**config.mk**
```make
export PLATFORM = sky130hd
export DESIGN_NAME = in_data_unpackage
export DESIGN_NICKNAME = d
export VERILOG_FILES = /design/src/rtl/in_data_unpackage_pkg.sv /design/src/rtl/in_data_unpackage_fifo.sv /design/src/rtl/in_data_unpackage.sv
export SDC_FILE = /design/constraint.sdc
export NUM_CORES = 1
export LEC_CHECK = 0
export CORE_ASPECT_RATIO = 0.75
export CORE_MARGIN = 4
export CORE_UTILIZATION = 35
export DETAILED_ROUTE_END_ITERATION = 8
export GPL_TIMING_DRIVEN = 0
export PLACE_DENSITY_LB_ADDON = 0.05
export SLEW_MARGIN = 40
export SYNTH_ARGS = -nofsm -noshare
export SYNTH_HDL_FRONTEND = slang
export SYNTH_SLANG_ARGS = --single-unit
```
**constraint.sdc**
```tcl
create_clock -name clk -period 2.31 [get_ports clk]
set_input_delay 0.231 -clock clk [delete_from_list [all_inputs] [get_ports clk]]
set_output_delay 0.231 -clock clk [all_outputs]
set_load 0.02 [all_outputs]
```
**src/rtl/in_data_unpackage_pkg.sv**
```systemverilog
// in_data_unpackage_pkg
//   Shared constants for the input-bit unpacker: stream word width and the
//   FSM state encodings (also used by the matching result packer).
package in_data_unpackage_pkg;

  localparam int WORD_W = 32;

  localparam logic [1:0] ST_IDLE = 2'd0;
  localparam logic [1:0] ST_RUN  = 2'd1;
  localparam logic [1:0] ST_DONE = 2'd2;

endpackage

```
**src/rtl/in_data_unpackage_fifo.sv**
```systemverilog
// axis_word_fifo2
//   Two-entry word FIFO between the AXI-Stream slave and the bit serialiser.
//   The second entry lets the next word land while the current one is still
//   being shifted out, so word boundaries cost no idle cycle.
// Ports
//   clk, rst_n : clock, async active-low reset (empties the FIFO)
//   push/wdata : write a word (caller guarantees !full)
//   pop        : drop the head word (caller guarantees !empty)
//   head       : oldest word
//   full/empty : occupancy flags
module axis_word_fifo2 #(
  parameter int W = 32
) (
  input  logic         clk,
  input  logic         rst_n,
  input  logic         push,
  input  logic [W-1:0] wdata,
  input  logic         pop,
  output logic [W-1:0] head,
  output logic         full,
  output logic         empty
);

  logic [W-1:0] mem [2];
  logic         wr_idx;
  logic         rd_idx;
  logic [1:0]   cnt;

  assign head  = mem[rd_idx];
  assign full  = (cnt == 2'd2);
  assign empty = (cnt == 2'd0);

  always_ff @(posedge clk or negedge rst_n) begin
    if (!rst_n) begin
      mem[0] <= '0;
      mem[1] <= '0;
      wr_idx <= 1'b0;
      rd_idx <= 1'b0;
      cnt    <= 2'd0;
    end else begin
      if (push) begin
        mem[wr_idx] <= wdata;
        wr_idx      <= ~wr_idx;
      end
      if (pop) begin
        rd_idx <= ~rd_idx;
      end
      case ({push, pop})
        2'b10:   cnt <= cnt + 2'd1;
        2'b01:   cnt <= cnt - 2'd1;
        default: cnt <= cnt;
      endcase
    end
  end

endmodule

```
**src/rtl/in_data_unpackage.sv**
```systemverilog
// in_data_unpackage
//   Takes AXI-Stream words from the DMA and serialises them LSB-first into a
//   1-bit stream for the compute array. Exactly cfg_bit_count bits are emitted
//   per layer; bits of a partial final word are dropped. layer_finish pulses
//   for one cycle (state DONE) after the final bit is taken.
// Ports
//   clk, rst_n       : clock, async active-low reset
//   start            : begin a layer (only looked at in IDLE)
//   cfg_bit_count    : bits for this layer, latched on start
//   s_axis_*         : word input (tdata, tvalid, tready, tlast)
//   out_valid/ready  : serial bit handshake; out_data is the bit
//   out_last         : qualifies the final bit of the layer
//   busy             : high outside IDLE
//   layer_finish     : one-cycle end-of-layer pulse
//   err_tlast        : sticky, tlast did not match the expected final word
//   dbg_state        : current FSM state
// Handshake: a transfer happens on a rising edge where valid && ready; valid
// never depends on ready, and data/last hold steady while valid is high and
// ready is low.
module in_data_unpackage
  import in_data_unpackage_pkg::*;
#(
  parameter int C_S_AXIS_TDATA_WIDTH = WORD_W,
  parameter int CNT_WIDTH            = 24
) (
  input  logic                            clk,
  input  logic                            rst_n,
  input  logic                            start,
  input  logic [CNT_WIDTH-1:0]            cfg_bit_count,
  input  logic [C_S_AXIS_TDATA_WIDTH-1:0] s_axis_tdata,
  input  logic                            s_axis_tvalid,
  output logic                            s_axis_tready,
  input  logic                            s_axis_tlast,
  output logic                            out_valid,
  input  logic                            out_ready,
  output logic                            out_data,
  output logic                            out_last,
  output logic                            busy,
  output logic                            layer_finish,
  output logic                            err_tlast,
  output logic [1:0]                      dbg_state
);

  localparam int PTR_W = $clog2(C_S_AXIS_TDATA_WIDTH);
  localparam logic [PTR_W-1:0] PTR_MAX = PTR_W'(C_S_AXIS_TDATA_WIDTH - 1);

  logic [1:0]                      state;
  logic [CNT_WIDTH-1:0]            bits_left;
  logic [CNT_WIDTH-1:0]            words_left;
  logic [PTR_W-1:0]                rd_ptr;
  logic                            err_q;

  logic [C_S_AXIS_TDATA_WIDTH-1:0] fifo_head;
  logic                            fifo_full;
  logic                            fifo_empty;
  logic                            push;
  logic                            pop;
  logic                            fire;
  logic                            last_bit;
  logic [CNT_WIDTH:0]              words_ceil;

  // ceil(cfg_bit_count / word width); one extra bit so the rounding add
  // cannot overflow.
  assign words_ceil = ({1'b0, cfg_bit_count}
                       + (CNT_WIDTH+1)'(C_S_AXIS_TDATA_WIDTH - 1)) >> PTR_W;

  // tready depends only on registered state, never on tvalid.
  assign s_axis_tready = (state == ST_RUN) && !fifo_full && (words_left != '0);
  assign push          = s_axis_tvalid && s_axis_tready;

  assign out_valid = (state == ST_RUN) && !fifo_empty;
  assign fire      = out_valid && out_ready;
  assign last_bit  = (bits_left == CNT_WIDTH'(1));
  // Head is released after its top bit, or early on the layer's final bit
  // (dropping the unused tail of a partial word).
  assign pop       = fire && ((rd_ptr == PTR_MAX) || last_bit);

  assign out_data     = out_valid && fifo_head[rd_ptr];
  assign out_last     = out_valid && last_bit;
  assign busy         = (state != ST_IDLE);
  assign layer_finish = (state == ST_DONE);
  assign err_tlast    = err_q;
  assign dbg_state    = state;

  axis_word_fifo2 #(
    .W (C_S_AXIS_TDATA_WIDTH)
  ) u_fifo (
    .clk   (clk),
    .rst_n (rst_n),
    .push  (push),
    .wdata (s_axis_tdata),
    .pop   (pop),
    .head  (fifo_head),
    .full  (fifo_full),
    .empty (fifo_empty)
  );

  always_ff @(posedge clk or negedge rst_n) begin
    if (!rst_n) begin
      state      <= ST_IDLE;
      bits_left  <= '0;
      words_left <= '0;
      rd_ptr     <= '0;
      err_q      <= 1'b0;
    end else begin
      case (state)
        ST_IDLE: begin
          if (start) begin
            err_q  <= 1'b0;
            rd_ptr <= '0;
            if (cfg_bit_count != '0) begin
              state      <= ST_RUN;
              bits_left  <= cfg_bit_count;
              words_left <= words_ceil[CNT_WIDTH-1:0];
            end else begin
              state <= ST_DONE;
            end
          end
        end
        ST_RUN: begin
          if (push) begin
            words_left <= words_left - CNT_WIDTH'(1);
            if (s_axis_tlast != (words_left == CNT_WIDTH'(1))) begin
              err_q <= 1'b1;
            end
          end
          if (fire) begin
            bits_left <= bits_left - CNT_WIDTH'(1);
            // Natural wrap covers the 31->0 step; the final bit forces 0.
            rd_ptr    <= last_bit ? '0 : rd_ptr + PTR_W'(1);
            if (last_bit) begin
              state <= ST_DONE;
            end
          end
        end
        ST_DONE: state <= ST_IDLE;
        default: state <= ST_IDLE;
      endcase
    end
  end

endmodule

```
==> reports/results.txt <==
Antenna diodes: 0
Req. time, crit path: 2.08 ns
Gate Count Post-Synth: 684
Leakage power: 4.03 nW
Actual slew at the worst max-slew pin: 0.854 ns
Starting Density: 36.0%
Ys flop type: dfrtp_1
Status: complete, but fails checks
Worst-path cell chain: buf_12 > mux4_2 > mux4_2 > nor2_1 > a311oi_1 > nand3_1 > o41ai_2 > buf_4
Top cell type's share of synthesized area: 43.9%
Via-to-Cell Ratio: 5.76
Max incr delay on CP: 0.52 ns
Failing checks: setup timing
Clock buffer depth: 2
Final setup viols: 25
Total grt overflow: 0
Pwr dens: 1400 nW/um^2
Cell mode on critical path: mux4_2
Synth area leader: dfrtp_1
Pin count of the biggest net entering global routing: 72
Yosys reg bits: 124
Total chip power: 13.9 mW
CTS tree: built
Post-synth cell types: 73
Gpl congestion: 0.856
Slew margin rel.: 43.1%
Layout Nets: 895
Clock latency on the worst-skew pair: 0.42 ns
Core area: 19600 sq um
Async set-reset flop share out of synthesis: 100%
Syn nets: 752
Ys Warns: 0
EDFF count, synth: 0
Critical path class: flop to output port
CTS Sinks: 124
HPWL reported at the end of detailed placement: 15300 um
DR pass1 iterations: 5
DRC violations left: 0
Final setup margin: -0.394 ns
Routed via count: 6286
Post-Syn Area: 7060 sq um
Worst EP arrival: 2.47 ns
Number of global-route vias before repair: 6263
WL/cell: 21.4 um
Synth Area per Inst: 10.3 sq um
Die H: 131 um
Hold Path Class: input port to flop
Initial antenna violation count: 0
Maximum VDD drop: 591 uV
Skew final: 0.0136 ns
Crit path max-delay family: multiplexers
IO Count: 71
Reg2reg setup slack: -0.08 ns
Synth area leaders: dfrtp_1 (44%), mux2_2 (10%), mux4_2 (5.1%)
Multi-input logic area: 4130 sq um
RSZ-0062 raised after global routing: yes
Starting DRT DRC Count: 554
H-tree levels: 4
Post-synthesis sequential area ratio: 43.9%
Max Fclk: 370 MHz
Remaining antenna violation count: 0
Total Die Area: 22500 sq um
Row Count: 44
Worst slack, placed: -0.972 ns
Minimum clock period: 2.70 ns
Crit-path max FO: 8
Most frequent cell after synthesis: dfrtp_1
Global-route wire length before repair: 35500 um
CP max stage cell: mux4_2
Crit share post-route: 117%
Post-synth top cells: dfrtp_1 (124), mux2_2 (63), o21ai_0 (59), nor2_1 (57), a21oi_1 (46)
PortBufs: 66
FF+latch area: 3110 sq um
Die width: 172 um
Worst Path Buf+Inv: 2
CTS buffer count: 17
Layout cells sized above 1: 31.5%
Clock root buffer: clkbuf_16
Worst setup EP type: output port
Area grow syn2layout: 40.2%
# fillers: 1769
Total Wirelength: 23400 um
Fin. max-slew vios: 0
Total GRT Usage: 20.6%
Clk pin slew, worst setup/hold paths: 0.06 ns
Hold Vio Cnt, Final: 0
CP Launch Type: flop
Max Cap Violations: 0
## stage by stage
stage               cells  hold WS [ns]  util, %  setup TNS, ns  instance area [sq um]
finish               1092         0.314     50.5          -1.27                   9900
global route         1092         0.315     50.5          -4.95                   9900
CTS                  1076         0.274     48.9          -4.77                   9590
detailed placement   1004         0.187     41.2         -51.96                   8080
global placement     1003         0.465     41.1        -570.66                   8050
floorplan             684       -0.0646        -              0                   7070
## area by class of cell
type | count | area share, %
buffer | 41 | 3.75
multi-input combinational | 510 | 41.7
inverter | 9 | 0.366
tap | 253 | 3.20
clock buffer | 17 | 4.30
timing repair buffer | 124 | 13.2
clock inverter | 14 | 2.11
sequential | 124 | 31.4
## state kept, by name (all words and copies together) (netlist names)
signal / count
rd_ptr: 5
u_fifo.mem: 64
u_fifo.cnt: 2
bits_left: 24
dbg_state: 2
words_left: 24
u_fifo.rd_idx: 1
u_fifo.wr_idx: 1
err_tlast: 1
## final timing paths
path	depth (start not counted)	to	start
setup reg to reg	11	words_left[1]$_DFFE_PN0P_	words_left[0]$_DFFE_PN0P_
setup / recovery	8	out_data	u_fifo.rd_idx$_DFFE_PN0P_
hold reg to reg	1	u_fifo.mem[39]$_DFFE_PN0P_	u_fifo.mem[39]$_DFFE_PN0P_
hold / removal	5	words_left[7]$_DFFE_PN0P_	cfg_bit_count[11]
max in group asynchronous	3	words_left[7]$_DFFE_PN0P_	rst_n
min in group asynchronous	2	u_fifo.mem[22]$_DFFE_PN0P_	rst_n
## layer usage
layer / up-vias / GRT usage [%] / part of all wire (%)
met3: 24 / 4.48 / 6.5
met1: 3172 / 30.9 / 49
met4: 0 / 4.76 / 1.2
met2: 229 / 30.4 / 44
li1: 2861 / - / -
met5: - / 0 / 0
## worst min-delay path, delay by kind of cell
| kind | cells | cell delay, ns |
|---|---|---|
| and+or+nand+nor | 3 | 0.23 |
| AOI/OAI and AO/OA | 1 | 0.06 |
| buffers and inverters | 1 | 0.17 |
## cell usage in the layout, fill, tap and decap left out, drive strengths merged, types with 6 or more instances in the layout
cell type      synthesis  layout
dfrtp                124     124
buf                   21      83
clkbuf                20      37
inv                    9      15
nand2                 41      41
mux4                  16      16
clkdlybuf4s50          0      60
a22oi                  7       7
xor2                   8       8
o211ai                 9       9
a21oi                 46      46
nand2b                 6       6
nor4                  19      19
mux2                  66      66
xnor2                 18      18
nor3                  24      24
nand3                 26      26
nor2                  60      60
nand4                 11      11
ha                     6       6
o21ai                 62      62
## cell families after synthesis
logic type      after synthesis  synth area share, %
simple gates                217                 16.2
buf+inv                      50                 3.74
flops                       124                 43.9
mux                          87                 16.3
compound gates              174                 15.5
xor+xnor                     26                 3.22
fa+ha+maj                     6                 1.06
## where the power goes
group | total [mW] | leakage, nW | switching [mW] | internal [mW]
registers | 4.14 | 1.49 | 0.922 | 3.22
logic | 6.80 | 2.24 | 3.30 | 3.49
clock network | 2.94 | 0.301 | 1.11 | 1.83
## timing repair
item | in CTS | in global routing
gates cloned | 5 | 1
hold buffers | 1 | 0
pin swaps | 25 | 18
resized for setup | 145 | 62
setup endpoints to repair | 123 | 106
buffers inserted | 36 | 18
hold endpoints to repair | 53 | 0
No activity file was read; power rests on OpenSTA's default activity.
